==> config.mk <==
export PLATFORM = sky130hd
export DESIGN_NAME = square_renderer_flat
export DESIGN_NICKNAME = d
export VERILOG_FILES = /design/src/rtl/square_renderer_if.sv /design/src/rtl/square_renderer.sv /design/src/flat_wrapper.sv
export SDC_FILE = /design/constraint.sdc
export NUM_CORES = 1
export LEC_CHECK = 0
export ABC_AREA = 0
export BUFFER_PORTS_ARGS = -buffer_cell sky130_fd_sc_hd__buf_2
export CAP_MARGIN = 20
export CORE_AREA = 2 2 279 281
export DETAILED_ROUTE_END_ITERATION = 8
export DIE_AREA = 0 0 281 283
export PLACE_DENSITY_LB_ADDON = 0.3
export SYNTH_ARGS = -nofsm -noshare
export SYNTH_HDL_FRONTEND = slang
export SYNTH_SLANG_ARGS = --single-unit
export TNS_END_PERCENT = 100
==> constraint.sdc <==
create_clock -name clk -period 12.7 [get_ports clk]
set_clock_uncertainty 0.05 [all_clocks]
set_input_delay 2.54 -clock clk [delete_from_list [all_inputs] [get_ports clk]]
set_output_delay 2.54 -clock clk [all_outputs]
set_load 0.03 [all_outputs]
==> src/rtl/square_renderer_if.sv <==
// -----------------------------------------------------------------------------
// square_renderer_if
//
// Bundles the signals exchanged between the square renderer and its
// surroundings: the VGA sync counters, the square-motion generator's packed
// position bus, the player box coordinates, and the renderer's colour and
// collision outputs.
//
// Signals:
//   refresh_tick  frame marker; its rising edge is the frame boundary
//   video_on      current pixel lies inside the visible area
//   pixel_x/y     current pixel column / row (10 bits each)
//   num_squares   number of active slots (values above 16 mean 16)
//   position      16 x 40-bit slots:
//                 speed_y[39:30] speed_x[29:20] pos_y[19:10] pos_x[9:0]
//   player_x/y    player box top-left corner
//   rgb           pixel colour, RGB444
//   square_on     pixel is covered by an active square
//   hit_mask      per-square overlap with the player over the last frame
//   hit_valid     one-cycle pulse when hit_mask updates
//
// Modports:
//   master  - the environment: drives the pixel/position side, reads colour
//   slave   - the renderer itself
// -----------------------------------------------------------------------------
interface square_renderer_if;

  logic         refresh_tick;
  logic         video_on;
  logic [9:0]   pixel_x;
  logic [9:0]   pixel_y;
  logic [5:0]   num_squares;
  logic [639:0] position;
  logic [9:0]   player_x;
  logic [9:0]   player_y;
  logic [11:0]  rgb;
  logic         square_on;
  logic [15:0]  hit_mask;
  logic         hit_valid;

  modport master (
    output refresh_tick,
    output video_on,
    output pixel_x,
    output pixel_y,
    output num_squares,
    output position,
    output player_x,
    output player_y,
    input  rgb,
    input  square_on,
    input  hit_mask,
    input  hit_valid
  );

  modport slave (
    input  refresh_tick,
    input  video_on,
    input  pixel_x,
    input  pixel_y,
    input  num_squares,
    input  position,
    input  player_x,
    input  player_y,
    output rgb,
    output square_on,
    output hit_mask,
    output hit_valid
  );

endinterface

==> src/rtl/square_renderer.sv <==
// -----------------------------------------------------------------------------
// square_renderer
//
// Consumer end of the packed square-position bus. At every frame boundary
// (rising edge of refresh_tick) it snapshots the x/y of all 16 slots and the
// clamped active count, so the image drawn during a frame never tears even if
// the motion generator updates the bus mid-frame. Each pixel is then tested
// against every active square and the live player box; the colour result is
// produced through a 2-stage pipeline (inputs at cycle n -> outputs at n+2).
// Square/player overlaps seen during a frame are OR-accumulated and published
// on hit_mask at the next frame boundary, with a one-cycle hit_valid pulse.
//
// Ports:
//   clk    system clock
//   reset  synchronous, active-high reset
//   bus    square_renderer_if.slave (pixel, position, player, colour, hits)
//
// Parameters:
//   SQ_SIZE, PLAYER_SIZE            edge length in pixels
//   SQ_COLOR, PLAYER_COLOR, BG_COLOR RGB444 colours
//
// Build option:
//   SQUARE_PALETTE_EN  when defined, each square takes its colour from a fixed
//                      16-entry palette indexed by the lowest-numbered covering
//                      slot. When undefined every square uses SQ_COLOR and no
//                      index logic exists.
// -----------------------------------------------------------------------------
module square_renderer #(
  parameter int          SQ_SIZE      = 16,
  parameter int          PLAYER_SIZE  = 16,
  parameter logic [11:0] SQ_COLOR     = 12'hF00,
  parameter logic [11:0] PLAYER_COLOR = 12'h0F0,
  parameter logic [11:0] BG_COLOR     = 12'h000
) (
  input  logic              clk,
  input  logic              reset,
  square_renderer_if.slave  bus
);

  localparam int NUM_SLOTS = 16;
  localparam int SLOT_W    = 40;
  localparam int POS_W     = 10;

  // Spans are 11 bits wide so that a square placed near column/row 1023
  // extends past the screen edge instead of wrapping back to 0.
  localparam logic [10:0] SQ_SPAN     = 11'(SQ_SIZE);
  localparam logic [10:0] PLAYER_SPAN = 11'(PLAYER_SIZE);

`ifdef SQUARE_PALETTE_EN
  localparam logic [11:0] PALETTE [NUM_SLOTS] = '{
    12'hF00, 12'hF80, 12'hFF0, 12'h8F0,
    12'h0FF, 12'h08F, 12'h00F, 12'h80F,
    12'hF0F, 12'hF08, 12'hFFF, 12'h888,
    12'hA50, 12'h5A0, 12'h05A, 12'hA05
  };
`endif

  // ---------------------------------------------------------------------------
  // Frame boundary detection
  // ---------------------------------------------------------------------------
  logic tick_prev;
  logic frame_edge;

  // A level held high yields exactly one edge.
  assign frame_edge = bus.refresh_tick & ~tick_prev;

  // ---------------------------------------------------------------------------
  // Per-frame snapshot of the position bus
  // ---------------------------------------------------------------------------
  logic [POS_W-1:0] snap_x [NUM_SLOTS];
  logic [POS_W-1:0] snap_y [NUM_SLOTS];
  logic [4:0]       count_snap;
  logic [4:0]       count_clamped;

  always_comb begin
    count_clamped = (bus.num_squares > 6'd16) ? 5'd16 : bus.num_squares[4:0];
  end

  // NOTE: sequential state is written with non-blocking assignments so every
  // register samples the pre-edge value of its inputs, independent of the
  // order of statements or of always blocks.
  always_ff @(posedge clk) begin
    if (reset) begin
      tick_prev  <= 1'b0;
      count_snap <= 5'd0;
      // NOTE: the snapshot array is a small register file, not a RAM, so it is
      // cleared on reset; inactive slots are also masked by count_snap.
      for (int i = 0; i < NUM_SLOTS; i++) begin
        snap_x[i] <= '0;
        snap_y[i] <= '0;
      end
    end else begin
      tick_prev <= bus.refresh_tick;
      if (frame_edge) begin
        count_snap <= count_clamped;
        // Speed fields are not needed for drawing and are never captured.
        for (int i = 0; i < NUM_SLOTS; i++) begin
          snap_x[i] <= bus.position[SLOT_W*i +: POS_W];
          snap_y[i] <= bus.position[SLOT_W*i + POS_W +: POS_W];
        end
      end
    end
  end

  // ---------------------------------------------------------------------------
  // Coverage tests for the current pixel
  // ---------------------------------------------------------------------------
  logic [NUM_SLOTS-1:0] in_sq;
  logic                 in_player;
  logic [NUM_SLOTS-1:0] hit_now;

  // NOTE: every signal driven from always_comb gets a default at the top of
  // the block, so no path through it can leave a value held (no latch).
  always_comb begin
    in_sq = '0;
    for (int i = 0; i < NUM_SLOTS; i++) begin
      in_sq[i] = (5'(i) < count_snap) &&
                 (bus.pixel_x >= snap_x[i]) &&
                 ({1'b0, bus.pixel_x} < ({1'b0, snap_x[i]} + SQ_SPAN)) &&
                 (bus.pixel_y >= snap_y[i]) &&
                 ({1'b0, bus.pixel_y} < ({1'b0, snap_y[i]} + SQ_SPAN));
    end
  end

  // The player box is drawn from the live coordinates, not the snapshot.
  always_comb begin
    in_player = (bus.pixel_x >= bus.player_x) &&
                ({1'b0, bus.pixel_x} < ({1'b0, bus.player_x} + PLAYER_SPAN)) &&
                (bus.pixel_y >= bus.player_y) &&
                ({1'b0, bus.pixel_y} < ({1'b0, bus.player_y} + PLAYER_SPAN));
  end

  // Overlaps only count while the pixel is visible.
  assign hit_now = in_sq & {NUM_SLOTS{in_player & bus.video_on}};

`ifdef SQUARE_PALETTE_EN
  // Lowest-numbered covering slot wins: scan downwards so index 0 is last.
  logic [3:0] first_idx;

  always_comb begin
    first_idx = 4'd0;
    for (int i = NUM_SLOTS - 1; i >= 0; i--) begin
      if (in_sq[i]) begin
        first_idx = 4'(i);
      end
    end
  end
`endif

  // ---------------------------------------------------------------------------
  // Stage 1: coverage flags, blanking, hit accumulation
  // ---------------------------------------------------------------------------
  logic [NUM_SLOTS-1:0] s1_in_sq;
  logic                 s1_in_player;
  logic                 s1_video_on;
  logic [NUM_SLOTS-1:0] hit_acc;
  logic [NUM_SLOTS-1:0] hit_mask_q;
  logic                 hit_valid_q;

  always_ff @(posedge clk) begin
    if (reset) begin
      s1_in_sq     <= '0;
      s1_in_player <= 1'b0;
      s1_video_on  <= 1'b0;
      hit_acc      <= '0;
      hit_mask_q   <= '0;
      hit_valid_q  <= 1'b0;
    end else begin
      s1_in_sq     <= in_sq;
      s1_in_player <= in_player;
      s1_video_on  <= bus.video_on;
      hit_valid_q  <= frame_edge;
      if (frame_edge) begin
        // A hit landing on the boundary cycle belongs to the frame being
        // published, and also seeds the new frame's accumulator.
        hit_mask_q <= hit_acc | hit_now;
        hit_acc    <= hit_now;
      end else begin
        hit_acc    <= hit_acc | hit_now;
      end
    end
  end

`ifdef SQUARE_PALETTE_EN
  logic [3:0] s1_idx;

  always_ff @(posedge clk) begin
    if (reset) begin
      s1_idx <= 4'd0;
    end else begin
      s1_idx <= first_idx;
    end
  end
`endif

  // ---------------------------------------------------------------------------
  // Stage 2: colour selection and output registers
  // ---------------------------------------------------------------------------
  logic [11:0] sq_color;
  logic        s1_any_sq;
  logic [11:0] rgb_q;
  logic        square_on_q;

  assign s1_any_sq = |s1_in_sq;

`ifdef SQUARE_PALETTE_EN
  assign sq_color = PALETTE[s1_idx];
`else
  assign sq_color = SQ_COLOR;
`endif

  always_ff @(posedge clk) begin
    if (reset) begin
      rgb_q       <= 12'h000;
      square_on_q <= 1'b0;
    end else if (!s1_video_on) begin
      rgb_q       <= 12'h000;
      square_on_q <= 1'b0;
    end else begin
      // square_on reports square coverage even where the player is on top.
      square_on_q <= s1_any_sq;
      if (s1_in_player) begin
        rgb_q <= PLAYER_COLOR;
      end else if (s1_any_sq) begin
        rgb_q <= sq_color;
      end else begin
        rgb_q <= BG_COLOR;
      end
    end
  end

  assign bus.rgb       = rgb_q;
  assign bus.square_on = square_on_q;
  assign bus.hit_mask  = hit_mask_q;
  assign bus.hit_valid = hit_valid_q;

endmodule

==> src/flat_wrapper.sv <==
// flat-port wrapper written by rule: the top's interface ports become plain ports
module square_renderer_flat 
#(
  parameter int          SQ_SIZE      = 16,
  parameter int          PLAYER_SIZE  = 16,
  parameter logic [11:0] SQ_COLOR     = 12'hF00,
  parameter logic [11:0] PLAYER_COLOR = 12'h0F0,
  parameter logic [11:0] BG_COLOR     = 12'h000
)
  (clk, reset, bus_refresh_tick, bus_video_on, bus_pixel_x, bus_pixel_y, bus_num_squares, bus_position, bus_player_x, bus_player_y, bus_rgb, bus_square_on, bus_hit_mask, bus_hit_valid);
  square_renderer_if bus_i ();
  input  logic clk;
  input  logic reset;
  input wire logic [$bits(bus_i.refresh_tick)-1:0] bus_refresh_tick;
  input wire logic [$bits(bus_i.video_on)-1:0] bus_video_on;
  input wire logic [$bits(bus_i.pixel_x)-1:0] bus_pixel_x;
  input wire logic [$bits(bus_i.pixel_y)-1:0] bus_pixel_y;
  input wire logic [$bits(bus_i.num_squares)-1:0] bus_num_squares;
  input wire logic [$bits(bus_i.position)-1:0] bus_position;
  input wire logic [$bits(bus_i.player_x)-1:0] bus_player_x;
  input wire logic [$bits(bus_i.player_y)-1:0] bus_player_y;
  output wire logic [$bits(bus_i.rgb)-1:0] bus_rgb;
  output wire logic [$bits(bus_i.square_on)-1:0] bus_square_on;
  output wire logic [$bits(bus_i.hit_mask)-1:0] bus_hit_mask;
  output wire logic [$bits(bus_i.hit_valid)-1:0] bus_hit_valid;
  assign bus_i.refresh_tick = bus_refresh_tick;
  assign bus_i.video_on = bus_video_on;
  assign bus_i.pixel_x = bus_pixel_x;
  assign bus_i.pixel_y = bus_pixel_y;
  assign bus_i.num_squares = bus_num_squares;
  assign bus_i.position = bus_position;
  assign bus_i.player_x = bus_player_x;
  assign bus_i.player_y = bus_player_y;
  assign bus_rgb = bus_i.rgb;
  assign bus_square_on = bus_i.square_on;
  assign bus_hit_mask = bus_i.hit_mask;
  assign bus_hit_valid = bus_i.hit_valid;
  square_renderer #(.SQ_SIZE(SQ_SIZE), .PLAYER_SIZE(PLAYER_SIZE), .SQ_COLOR(SQ_COLOR), .PLAYER_COLOR(PLAYER_COLOR), .BG_COLOR(BG_COLOR)) u_core (.clk(clk), .reset(reset), .bus(bus_i));
endmodule
Yosys cells after proc, flatten, opt, wreduce, memory -nomap -nowiden
Memories as Yosys holds them, arrays and structs flattened.
Cells that the tools add are included.
- register bits after elaboration: 70
- memory bits (writable): 320
- input port bits: 690
- logic and storage cells: 281
- memories: 2
- add/sub/neg operators: 34
- reductions and logical operators: 70
- bitwise gates (word level): 38
- multiplexer cells: 41
- order comparisons: 85
- memories (name ; depth ; width ; rd ports ; clocked after Yosys merged registers in ; write ports ; RTL line ; text):
    u_core.snap_x ; 16 ; 10 ; 16 ; 0 ; 16 ; square_renderer.sv:70 ; logic [POS_W-1:0] snap_x [NUM_SLOTS];
    u_core.snap_y ; 16 ; 10 ; 16 ; 0 ; 16 ; square_renderer.sv:71 ; logic [POS_W-1:0] snap_y [NUM_SLOTS];
- operators by type and width (kind ; number):
    $add 10x5->11 const B ; 34
    $lt 10x11->1 ; 34
    $ge 10x10->1 ; 34
    $mux 10 ; 32
    $logic_and 1x1->1 ; 67
    $lt 4x5->1 const A ; 8
    $or 1x1->1 ; 32
    $lt 3x5->1 const A ; 4
    $and 16x16->16 ; 1
    $mux 16 ; 1
    $or 16x16->16 ; 1
    $reduce_or 16->1 ; 1
    $mux 12 ; 1
    $lt 1x5->1 const A ; 2
    $lt 2x5->1 const A ; 2
    $mux 8 ; 1
    $gt 6x5->1 const B ; 1
    $mux 1 ; 5
    $mux 5 ; 1
    $reduce_or 3->1 ; 1
    $and 1x1->1 ; 2
    $not 1->1 ; 2
    $reduce_or 2->1 ; 1

Longest topological paths before layout
Gate-level depths: netlist (run 1).
- depth after elaboration: 9
- gate-level depth with buffers: 12
- mapped depth without buffers: 11

Worst setup path before layout (run 1)
OpenSTA, ideal clock, no wires.
- path kind: input port to flip-flop
- from: input port bus_refresh_tick
- to: memory u_core.snap_x[0][0], enable pin
- arrival time: 9.705 ns
- path buffers: 2
- setup time: 0.668 ns
- stages: 5
- setup slack: 2.277 ns
- cells stage by stage: nor2b_1 -> clkbuf_1 -> buf_1 -> nor2_1 -> inv_1
- RTL lines (what ; RTL line ; text):
    start, declared ; flat_wrapper.sv:14 ; input wire logic [$bits(bus_i.refresh_tick)-1:0] bus_refresh_tick;
    end, declared ; square_renderer.sv:70 ;

Worst setup path after layout (run 1)
- from: input port bus_player_y[4]
- to: register u_core.hit_mask_q[3], in the netlist u_core.bus.hit_mask[3]
- longest elaborated chain between the ends: 6
- elaborated cells between the ends (all ways): 8
- those cells by class: add/sub (1); order compare (2); bitwise (3); reduce/logical (2)
- RTL lines (what ; RTL line ; text):
    start, declared ; flat_wrapper.sv:21 ; input wire logic [$bits(bus_i.player_y)-1:0] bus_player_y;
    $add 10x5->11 / $ge 10x10->1 (equally long branches) ; square_renderer.sv:130, square_renderer.sv:129 ;
    $lt 10x11->1 / $logic_and 1x1->1 (equally long branches) ; square_renderer.sv:130, square_renderer.sv:128 ;
    $logic_and 1x1->1 * ; square_renderer.sv:129 ; (bus.pixel_y >= bus.player_y) &&
    $and 1x1->1 * ; square_renderer.sv:134 ; assign hit_now = in_sq & {NUM_SLOTS{in_player & bus.video_on}};
    $and 16x16->16 * ; square_renderer.sv:134 ;
    $or 16x16->16 * ; square_renderer.sv:176 ; hit_mask_q <= hit_acc | hit_now;
    end signal, assigned ; square_renderer.sv:176 ;
    end, declared ; square_renderer.sv:157 ; logic [NUM_SLOTS-1:0] hit_mask_q;
Every way passes the cells marked *; elsewhere a longest branch is shown, timed or not.
A chain may end at the register's enable or synchronous reset.

==> impl_metrics.csv, run 1 <==
group,metric,value,unit
timing,setup_violations,0,
timing,post-route-period-util,0.434,
logic_synthesis,yosys.area.top_type_share,0.321,
place,place_ws,6.40,ns
setup_path,timing_worst_setup_path_type,"in2reg",
cts,clkSlewWorstSetupHoldPaths,0.06,ns
drt,routed_via_density,5.33,
global_routing,grt_remaining_overflow,0,
floorplan,placeable_area,76700,µm²
cells_and_area,drive_above_1_share,0.149,
cts,tritoncts_num_sinks,380,
logic_synthesis,synthesis.area_per_instance,9.91,µm²
floorplan,die_h,283,µm
cts,cts_resized,0,
logic_synthesis,postSynth.asyncResetShare,0,
setup_path,cp.arrival,5.99,ns
global_routing,vias_in_the_first_global_route,23100,
place,post-place-cells,4399,
drt,remaining_drc_errors,0,
place,detailed_place_hpwl,62.7,mm
global_routing,grt_use_total,0.215,
setup_path,worst_path_max_stage_delay,0.66,ns
drt,dr_total_vias,23900,
setup_path,critical_path.most_common_cell,"sky130_fd_sc_hd__ha_1",
logic_synthesis,yosys-top-cells-area,"sky130_fd_sc_hd__edfxtp_1 32%, sky130_fd_sc_hd__ha_1 24%, sky130_fd_sc_hd__and3_1 4.8%",
timing,slew_headroom,0.219,
logic_synthesis,synth_top_cells_by_count,"578 x sky130_fd_sc_hd__ha_1, 377 x sky130_fd_sc_hd__inv_1, 320 x sky130_fd_sc_hd__edfxtp_1",
setup_path,path_cells,"buf_2 > ha_1 > nand3_1 > xnor2_1 > ha_1 > a21oi_1 > nor2b_1 > o21ai_0 > o211ai_1 > or4_4 > or4b_4 > a21oi_2",
cts,setup_repair_bufs_after_cts,0,
setup_path,worst-path-max-fanout,6,
cts,cts_made_buffers,50,
timing,timing.setup.tns,0,ns
floorplan,start_util,0.390,
cts,ctsHoldBuffers,0,
status,outcome,"finished, final reports clean",
cells_and_area,final-seq-area,10800,µm²
logic_synthesis,yosysMostFrequentCell,"sky130_fd_sc_hd__ha_1",
logic_synthesis,synth.ff_latch_count,380,
logic_synthesis,synthDominantAreaCellType,"sky130_fd_sc_hd__edfxtp_1",
run,max-cap-violations,0,
logic_synthesis,ys_seq_area_frac,0.361,
timing,achievable-frequency,181,MHz
drt,initial_drt_markers,1439,
place,place.port_buffers,395,
timing,finalHoldViolations,0,
setup_path,crit_path_start,"bus_player_y[4]",
cts,insertion_delay,0.61,ns
setup_path,critPathRequiredTime,13.18,ns
worst_hold_path,min_from,"u_core.s1_in_player$_SDFF_PP0_",
logic_synthesis,yosys_most_used_dff,"sky130_fd_sc_hd__edfxtp_1",
drt,wl_per_cell,19.5,µm
cts,number_of_h_tree_branching_levels,2,
timing,finalHoldWorstSlack,0.359,ns
cells_and_area,final-instance-count-excl-fill,4493,
power,leakage,16.0,nW
setup_path,cpLargestDelayFamily,"simple AND/OR/NAND/NOR gates",
global_routing,antenna_found_initial,7,
timing,fin_ws,7.19,ns
logic_synthesis,yosysUniqueCellTypes,71,
drt,drt_antenna_net_count,0,
cts,tritoncts,"done",
power,power.density,109,nW/µm²
drt,drtPass1Iterations,7,
cells_and_area,fillCellCount,7386,
worst_hold_path,timing.hold.worst.class,"reg2reg",
logic_synthesis,syn-cell-area,29900,µm²
timing,rsz0062_at_grt,"false",
setup_path,timing.critical_path.from_type,"input port",
power,power,3.79,mW
global_routing,grt_start_max_net_pins,218,
global_routing,grt_pass1_wl,131,mm
cts,cts_buffer_depth,3,
setup_path,crit_slowest_cell,"sky130_fd_sc_hd__o21ai_0",
timing,pin_slew_with_the_least_headroom_to_its_limit,1.17,ns
cts,buffer_cell_driving_the_clock_tree_root,"sky130_fd_sc_hd__clkbuf_16",
setup_path,critPathBufInv,1,
place,globalplace.congestion,0.886,
power,peakVddDrop,0.0860,mV
floorplan,dieWidth,281,µm
logic_synthesis,synthesis.yosys.warnings,0,
setup_path,worst_r2r_startpoint,"u_core.snap_y[0][64]$_SDFFCE_PN0P_",
cells_and_area,multiInputGateArea,17400,µm²
timing,period_needed,5.51,ns
floorplan,die-area,79500,µm²
floorplan,design.portCount,720,
logic_synthesis,synth-edff-count,320,
cells_and_area,area_delta_synth_final,16.2,%
cells_and_area,final_nets,4679,
drt,routed_wirelength,87.5,mm
setup_path,critical_path.endpoint_type,"register",
logic_synthesis,synth_cells,3019,
floorplan,rows,102,
timing,drv_slew,0,
[flip-flops by register name, indices dropped and copies added, names as in the netlist]
name                  count
u_core.bus.hit_mask      16
u_core.s1_in_sq          16
u_core.count_snap         5
u_core.bus.square_on      1
u_core.s1_video_on        1
u_core.bus.rgb            2
u_core.bus.hit_valid      1
u_core.tick_prev          1
u_core.hit_acc           16
u_core.s1_in_player       1
u_core.snap_y           160
u_core.snap_x           160
[per-layer routing]
| metal | GRT usage | share of wire | routed length [µm] |
|---|---|---|---|
| met5 | 0 | 0.00069 | 60 |
| met4 | 0.0549 | 0.024 | 2120 |
| met3 | 0.0336 | 0.057 | 5010 |
| met2 | 0.361 | 0.46 | 40300 |
| met1 | 0.286 | 0.46 | 40000 |
[power by group]
part | internal, mW | total [mW] | switching, mW
logic | 0.348 | 0.825 | 0.476
registers | 1.45 | 1.50 | 0.0578
clock network | 0.876 | 1.47 | 0.590
[worst register-to-register path: stages, from the launching register on]
cell	delay [ns]
sky130_fd_sc_hd__edfxtp_1	0.47
sky130_fd_sc_hd__ha_1	0.28
sky130_fd_sc_hd__nand3_1	0.11
sky130_fd_sc_hd__xnor2_1	0.12
sky130_fd_sc_hd__ha_1	0.26
sky130_fd_sc_hd__a21o_1	0.18
sky130_fd_sc_hd__a21oi_1	0.13
sky130_fd_sc_hd__o22ai_1	0.26
sky130_fd_sc_hd__a211o_1	0.37
sky130_fd_sc_hd__nor4_1	0.76
sky130_fd_sc_hd__nand3_1	0.23
sky130_fd_sc_hd__a21oi_1	0.16
[cells by family (layout without fill, tap and decap cells)]
logic type,after synthesis,after routing,synth area share
muxes,9,9,0.00301
other,1,5,0.000125
and+or+nand+nor,860,860,0.163
adders and majority gates,578,578,0.242
xor gates and xnor gates,136,136,0.0398
AOI/OAI and AO/OA,594,594,0.131
buffers and inverters,461,891,0.0591
DFF,380,380,0.361
[worst paths after layout]
check             cells after the start  slack, ns                                  end
setup / recovery                     12       7.19  u_core.bus.hit_mask[3]$_SDFFE_PP0P_
hold / removal                        1       0.36        u_core.bus.rgb[10]$_SDFF_PP0_
setup reg to reg                     11       9.24         u_core.hit_acc[6]$_SDFF_PP0_
hold reg to reg                       1       0.36        u_core.bus.rgb[10]$_SDFF_PP0_
[layout make-up]
cell class / count / share of cell area
multi-input combinational: 2181 / 0.499
sequential: 380 / 0.311
timing repair buffer: 421 / 0.0629
clock buffer: 71 / 0.0416
inverter: 377 / 0.0411
tap: 1040 / 0.0374
clock inverter: 22 / 0.00666
antenna: 1 / 0.0000720
[metrics by stage]
stage / util / cell area (µm²)
global route: 0.453 / 34800
floorplan: - / 29900
finish: 0.453 / 34800
detailed placement: 0.431 / 33100
CTS: 0.453 / 34800
global placement: 0.431 / 33100
[placed cells by master (no fill, tap or decap), types with 15 or more instances in the layout]
cell type / n
sky130_fd_sc_hd__o211ai_1: 28
sky130_fd_sc_hd__buf_2: 394
sky130_fd_sc_hd__xnor2_1: 136
sky130_fd_sc_hd__and3_1: 230
sky130_fd_sc_hd__a31oi_1: 25
sky130_fd_sc_hd__nand2b_1: 67
sky130_fd_sc_hd__nor2b_1: 146
sky130_fd_sc_hd__o21ai_0: 128
sky130_fd_sc_hd__nand4_1: 15
sky130_fd_sc_hd__inv_1: 375
sky130_fd_sc_hd__ha_1: 578
sky130_fd_sc_hd__a21o_1: 37
sky130_fd_sc_hd__buf_4: 26
sky130_fd_sc_hd__nand2_1: 55
sky130_fd_sc_hd__a21oi_1: 139
sky130_fd_sc_hd__clkbuf_16: 54
sky130_fd_sc_hd__nand3_1: 134
sky130_fd_sc_hd__nor2_1: 84
sky130_fd_sc_hd__nor3_1: 49
sky130_fd_sc_hd__o21a_1: 36
sky130_fd_sc_hd__a211oi_1: 40
sky130_fd_sc_hd__a2111oi_0: 17
sky130_fd_sc_hd__nor4_1: 24
sky130_fd_sc_hd__o2111ai_1: 17
sky130_fd_sc_hd__edfxtp_1: 320
sky130_fd_sc_hd__dfxtp_1: 60
Note: power is estimated with default switching activity, not from simulation.
==> run 2: changes to the inputs <==
--- a/config.mk
+++ b/config.mk
@@ -5,12 +5,12 @@
 export SDC_FILE = /design/constraint.sdc
 export NUM_CORES = 1
 export LEC_CHECK = 0
-export ABC_AREA = 0
+export ABC_AREA = 1
 export BUFFER_PORTS_ARGS = -buffer_cell sky130_fd_sc_hd__buf_2
 export CAP_MARGIN = 20
-export CORE_AREA = 2 2 279 281
+export CORE_AREA = 2 2 281 283
 export DETAILED_ROUTE_END_ITERATION = 8
-export DIE_AREA = 0 0 281 283
+export DIE_AREA = 0 0 283 285
 export PLACE_DENSITY_LB_ADDON = 0.3
 export SYNTH_ARGS = -nofsm -noshare
 export SYNTH_HDL_FRONTEND = slang
==> constraint.sdc (replaced) <==
create_clock -name clk -period 5.09 [get_ports clk]
set_clock_uncertainty 0.05 [all_clocks]
set_input_delay 1.018 -clock clk [delete_from_list [all_inputs] [get_ports clk]]
set_output_delay 1.018 -clock clk [all_outputs]
set_load 0.03 [all_outputs]
==> impl_metrics.csv, run 2 <==
group,metric,value,unit
floorplan,start_util,0.413,
timing,achievable-frequency,315,MHz
cells_and_area,mostFrequentLayoutCell,"sky130_fd_sc_hd__inv_1",
logic_synthesis,synth_top_cells_by_count,"938 x sky130_fd_sc_hd__inv_1, 831 x sky130_fd_sc_hd__nand2_1, 625 x sky130_fd_sc_hd__nor2_1",
global_routing,grt_start_max_net_pins,101,
cells_and_area,area_delta_synth_final,15.7,%
logic_synthesis,postSynth.asyncResetShare,0,
cts,insertion_delay,0.59,ns
worst_hold_path,timing.hold.worst.class,"reg2reg",
cts,cts_resized,0,
cells_and_area,drive_above_1_share,0.112,
cts,clkSlewWorstSetupHoldPaths,0.06,ns
floorplan,rows,103,
timing,period_needed,3.17,ns
timing,slew_headroom,0.406,
setup_path,timing_worst_setup_path_type,"in2reg",
logic_synthesis,synth_compound_gate_area_share,0.0614,
logic_synthesis,synth_cells,4203,
cells_and_area,layout_common_cells,"936 x sky130_fd_sc_hd__inv_1, 831 x sky130_fd_sc_hd__nand2_1, 624 x sky130_fd_sc_hd__nor2_1",
setup_path,worst-path-max-fanout,21,
logic_synthesis,synthesis.yosys.warnings,0,
timing,rsz0062_at_grt,"false",
drt,routed_via_density,4.72,
timing,post-route-period-util,0.623,
place,globalplace.congestion,0.866,
logic_synthesis,yosys-top-cells-area,"sky130_fd_sc_hd__edfxtp_1 30%, sky130_fd_sc_hd__ha_1 22%, sky130_fd_sc_hd__inv_1 11%",
floorplan,placeable_area,78000,µm²
power,peakVddDrop,0.228,mV
run,max-cap-violations,0,
logic_synthesis,synthMuxAreaShare,0,
logic_synthesis,yosys.area_share.simple,0.226,
floorplan,die_h,285,µm
cts,buffer_cell_driving_the_clock_tree_root,"sky130_fd_sc_hd__clkbuf_16",
cts,setup_repair_bufs_after_cts,0,
drt,dr_total_vias,27000,
logic_synthesis,syn-cell-area,32200,µm²
logic_synthesis,yosys_most_used_dff,"sky130_fd_sc_hd__edfxtp_1",
power,power.density,262,nW/µm²
cts,ctsHoldBuffers,0,
setup_path,crit_slowest_cell,"sky130_fd_sc_hd__nor2_2",
drt,drt_antenna_net_count,0,
drt,initial_drt_markers,1330,
setup_path,critPathRequiredTime,5.57,ns
logic_synthesis,yosys.area_share.adder,0.225,
floorplan,die-area,80700,µm²
cts,tritoncts,"done",
global_routing,grt_pass1_wl,134,mm
floorplan,dieWidth,283,µm
setup_path,worst_path_max_stage_delay,0.57,ns
setup_path,cp.arrival,3.65,ns
logic_synthesis,ys_seq_area_frac,0.336,
cells_and_area,final_nets,5899,
timing,pin_slew_with_the_least_headroom_to_its_limit,0.891,ns
logic_synthesis,yosys.area_share.xor_xnor,0.0332,
power,power,9.76,mW
cts,cts_buffer_depth,3,
timing,drv_slew,0,
drt,wl_per_cell,15.0,µm
logic_synthesis,yosysMostFrequentCell,"sky130_fd_sc_hd__inv_1",
global_routing,grt_remaining_overflow,0,
logic_synthesis,synthesis.area_per_instance,7.66,µm²
logic_synthesis,synthDominantAreaCellType,"sky130_fd_sc_hd__edfxtp_1",
timing,finalHoldViolations,0,
drt,drtPass1Iterations,5,
setup_path,path_cells,"buf_2 > buf_4 > ha_1 > nand2_1 > inv_1 > nand2_1 > nand2_1 > nand2_1 > nand3_1 > nand4_1 > nor2_2 > nand3_1 > nand2_1 > nand2_1 > nand2_1",
global_routing,vias_in_the_first_global_route,25700,
global_routing,antenna_found_initial,6,
cts,cts_made_buffers,48,
logic_synthesis,synth-edff-count,320,
status,outcome,"finished, final reports clean",
cts,number_of_h_tree_branching_levels,2,
setup_path,timing.critical_path.from_type,"input port",
logic_synthesis,yosysUniqueCellTypes,35,
place,place_ws,1.26,ns
place,detailed_place_hpwl,65.5,mm
cells_and_area,n_antenna_cell,0,
logic_synthesis,synth.ff_latch_count,380,
place,place.port_buffers,395,
cts,tritoncts_num_sinks,380,
logic_synthesis,main_combinational_cell_family_by_area_after_synthesis,"simple AND/OR/NAND/NOR gates",
drt,routed_wirelength,85.6,mm
setup_path,critical_path.endpoint_type,"register",
setup_path,critical_path.most_common_cell,"sky130_fd_sc_hd__nand2_1",
global_routing,grt_use_total,0.210,
timing,setup_violations,0,
power,leakage,19.9,nW
timing,fin_ws,1.92,ns
floorplan,design.portCount,720,
logic_synthesis,yosys.area.top_type_share,0.298,
drt,remaining_drc_errors,0,
cells_and_area,largest_registers,"u_core.snap_x x160, u_core.snap_y x160",
run 2: where the power goes:
part	leakage (nW)	switching (mW)	internal [mW]
clock network	0.839	1.45	2.30
logic	15.1	1.37	0.888
registers	3.94	0.145	3.60
total	19.9	2.97	6.79
run 2: final timing paths:
path | start | to | slack, ns | depth (start not counted)
hold reg to reg | u_core.bus.hit_mask[7]$_SDFFE_PP0P_ | u_core.bus.hit_mask[7]$_SDFFE_PP0P_ | 0.40 | 2
setup / recovery | bus_pixel_y[4] | u_core.bus.hit_mask[3]$_SDFFE_PP0P_ | 1.92 | 15
setup reg to reg | u_core.snap_y[0][54]$_SDFFCE_PN0P_ | u_core.bus.hit_mask[5]$_SDFFE_PP0P_ | 2.29 | 14
hold / removal | u_core.bus.hit_mask[7]$_SDFFE_PP0P_ | u_core.bus.hit_mask[7]$_SDFFE_PP0P_ | 0.40 | 2
run 2: area by class of cell:
type                            count  area, µm²
Fill cell                        7737      40700
Multi-Input combinational cell   2830      17600
Sequential cell                   380      10800
Inverter                          940       3540
Timing Repair Buffer              431       2310
Tap cell                         1050       1310
Clock buffer                       56       1310
Clock inverter                     32        420
run 2: critical path, delay by kind of cell:
| kind | cells | cell delay [ns] |
|---|---|---|
| buf+inv | 3 | 0.97 |
| fa+ha+maj | 1 | 0.21 |
| simple gates | 11 | 1.44 |
run 2: per-stage QoR:
step / hold WS, ns / area [µm²] / TNS, ns / cells / util
after floorplan: 0.351 / 32300 / -494.89 / 4206 / -
after global placement: 0.386 / 35500 / 0 / 5630 / 0.456
after detailed placement: 0.390 / 35500 / 0 / 5630 / 0.456
after CTS: 0.405 / 37200 / 0 / 5718 / 0.478
after global routing: 0.426 / 37300 / 0 / 5719 / 0.478
final: 0.403 / 37300 / 0 / 5719 / 0.478
run 2: routing by layer:
metal / GRT usage / routed length (µm) / vias up
met1: 0.277 / 39500 / 12200
met2: 0.358 / 39500 / 562
met3: 0.0310 / 4340 / 117
met4: 0.0572 / 2290 / 2
met5: 0 / 11 / -
li1: - / - / 14200
run 2: cells by family after synthesis:
group / Yosys count
and+or+nand+nor: 1788
buffers and inverters: 996
adders and majority gates: 578
DFF: 380
AOI/OAI and AO/OA: 338
xor gates and xnor gates: 122
other: 1
==> run 3: changes to the inputs <==
==> constraint.sdc (replaced) <==
create_clock -name clk -period 2.9 [get_ports clk]
set_clock_uncertainty 0.05 [all_clocks]
set_input_delay 0.58 -clock clk [delete_from_list [all_inputs] [get_ports clk]]
set_output_delay 0.58 -clock clk [all_outputs]
set_load 0.03 [all_outputs]
==> impl_metrics.csv, run 3 (same netlist as run 2, synthesis figures left out) <==
group,metric,value,unit
place,post-place-cells,5673,
global_routing,antenna_found_initial,7,
setup_path,cp.arrival,3.08,ns
power,peakVddDrop,0.358,mV
floorplan,die-area,80700,µm²
floorplan,design.portCount,720,
setup_path,timing_worst_setup_path_type,"reg2reg",
cts,cts_buffer_depth,3,
drt,routed_wirelength,83.7,mm
cells_and_area,fin_util,0.483,
timing,post-route-period-util,0.903,
global_routing,vias_in_the_first_global_route,26100,
cells_and_area,area_delta_synth_final,16.8,%
cts,buffer_cell_driving_the_clock_tree_root,"sky130_fd_sc_hd__clkbuf_16",
timing,finalHoldViolations,0,
worst_hold_path,timing.hold.worst.class,"in2reg",
global_routing,grt_start_max_net_pins,150,
run,max-cap-violations,0,
cts,insertion_delay,0.58,ns
cts,tritoncts,"done",
floorplan,start_util,0.413,
cts,ctsHoldBuffers,0,
drt,drtPass1Iterations,5,
cells_and_area,drive_above_1_share,0.119,
cells_and_area,layout_common_cells,"936 x sky130_fd_sc_hd__inv_1, 831 x sky130_fd_sc_hd__nand2_1, 624 x sky130_fd_sc_hd__nor2_1",
drt,drt_antenna_net_count,0,
cts,cts_made_buffers,47,
cells_and_area,final-instance-count-excl-fill,5759,
setup_path,critical_path.endpoint_type,"register",
setup_path,crit_path_start,"u_core.snap_y[0][14]$_SDFFCE_PN0P_",
drt,initial_drt_markers,1333,
setup_path,critPathRequiredTime,3.36,ns
global_routing,grt_remaining_overflow,0,
timing,slew_headroom,0.572,
global_routing,grt_pass1_wl,133,mm
setup_path,timing.critical_path.from_type,"register",
drt,wl_per_cell,14.5,µm
drt,dr_total_vias,27100,
cts,number_of_h_tree_branching_levels,2,
worst_hold_path,min_from,"bus_position[572]",
drt,remaining_drc_errors,0,
place,detailed_place_hpwl,66.6,mm
setup_path,worst-path-max-fanout,4,
cts,setup_repair_bufs_after_cts,0,
cts,tritoncts_num_sinks,380,
global_routing,grt_use_total,0.207,
power,leakage,20.1,nW
place,place.port_buffers,395,
floorplan,placeable_area,78000,µm²
timing,drv_slew,0,
timing,finalHoldWorstSlack,0.223,ns
cells_and_area,final_nets,5941,
floorplan,rows,103,
cts,cts_resized,0,
timing,pin_slew_with_the_least_headroom_to_its_limit,0.642,ns
power,power.density,438,nW/µm²
drt,routed_via_density,4.70,
cells_and_area,mostFrequentLayoutCell,"sky130_fd_sc_hd__inv_1",
floorplan,dieWidth,283,µm
place,globalplace.congestion,0.896,
cells_and_area,largest_registers,"u_core.snap_x x160, u_core.snap_y x160",
cts,clkSlewWorstSetupHoldPaths,0.06,ns
floorplan,die_h,285,µm
timing,rsz0062_at_grt,"false",
timing,setup_violations,0,
status,outcome,"finished, final reports clean",
timing,achievable-frequency,382,MHz
setup_path,worst_r2r_startpoint,"u_core.snap_y[0][14]$_SDFFCE_PN0P_",
timing,period_needed,2.62,ns
==> run 3: changes by cell type in the layout (fill, tap and decap cells not counted), sizes merged <==
cell,change
buf,+43
bufinv,-5
diode,+2
clkbuf,-1
clkinv,+1
clkinvlp,-1
inv,+1
==> run 3: worst paths after layout <==
check / to / slack, ns / cells after the start
setup / recovery: u_core.hit_acc[1]$_SDFF_PP0_ / 0.28 / 13
hold / removal: u_core.snap_y[1][62]$_SDFFCE_PP0P_ / 0.22 / 3
setup reg to reg: u_core.hit_acc[1]$_SDFF_PP0_ / 0.28 / 13
hold reg to reg: u_core.bus.hit_mask[9]$_SDFFE_PP0P_ / 0.40 / 2
==> run 3: layer usage <==
layer | global-route usage | up-vias | share of wire
met2 | 0.344 | 520 | 0.45
met3 | 0.0322 | 130 | 0.048
met1 | 0.277 | 12200 | 0.47
li1 | - | 14300 | -
met5 | 0 | - | 0.00031
met4 | 0.0613 | 4 | 0.029
==> run 3: worst max-delay path: stages, from the launching register on <==
cell and delay [ns]:
sky130_fd_sc_hd__edfxtp_1 0.46, sky130_fd_sc_hd__ha_1 0.30, sky130_fd_sc_hd__nand3_1 0.10, sky130_fd_sc_hd__xor2_1 0.18, sky130_fd_sc_hd__ha_1 0.26, sky130_fd_sc_hd__a21oi_1 0.13
sky130_fd_sc_hd__nand3b_1 0.12, sky130_fd_sc_hd__nand2_1 0.06, sky130_fd_sc_hd__inv_1 0.05, sky130_fd_sc_hd__nand2_1 0.04, sky130_fd_sc_hd__nor2_1 0.27, sky130_fd_sc_hd__nand3_1 0.22
sky130_fd_sc_hd__o21a_1 0.23, sky130_fd_sc_hd__nor2_1 0.07
==> run 3: report_power, final <==
part	switching (mW)	internal (mW)	leakage, nW
clock network	2.44	3.39	0.734
logic	2.39	1.64	15.4
registers	0.279	6.32	3.94
==> run 3: final cells by class <==
| type | count | area, µm² |
|---|---|---|
| Clock inverter | 28 | 273 |
| Sequential cell | 380 | 10800 |
| Tap cell | 1050 | 1310 |
| Fill cell | 7671 | 40300 |
| Timing Repair Buffer | 474 | 2880 |
| Antenna cell | 2 | 5.00 |
| Inverter | 940 | 3540 |
| Multi-Input combinational cell | 2830 | 17600 |
| Clock buffer | 55 | 1230 |
==> run 3: through the flow <==
stage | instance area (µm²) | setup TNS [ns] | setup WS, ns | power, mW
after floorplan | 32300 | -1064.29 | -3.28 | 9.35
after global placement | 36100 | -0.196 | -0.0792 | 10.7
after detailed placement | 36100 | -0.200 | -0.0798 | 10.8
after CTS | 37600 | 0 | 0.253 | 16.7
after global routing | 37600 | 0 | 0.0576 | 17.6
final | 37600 | 0 | 0.283 | 16.5
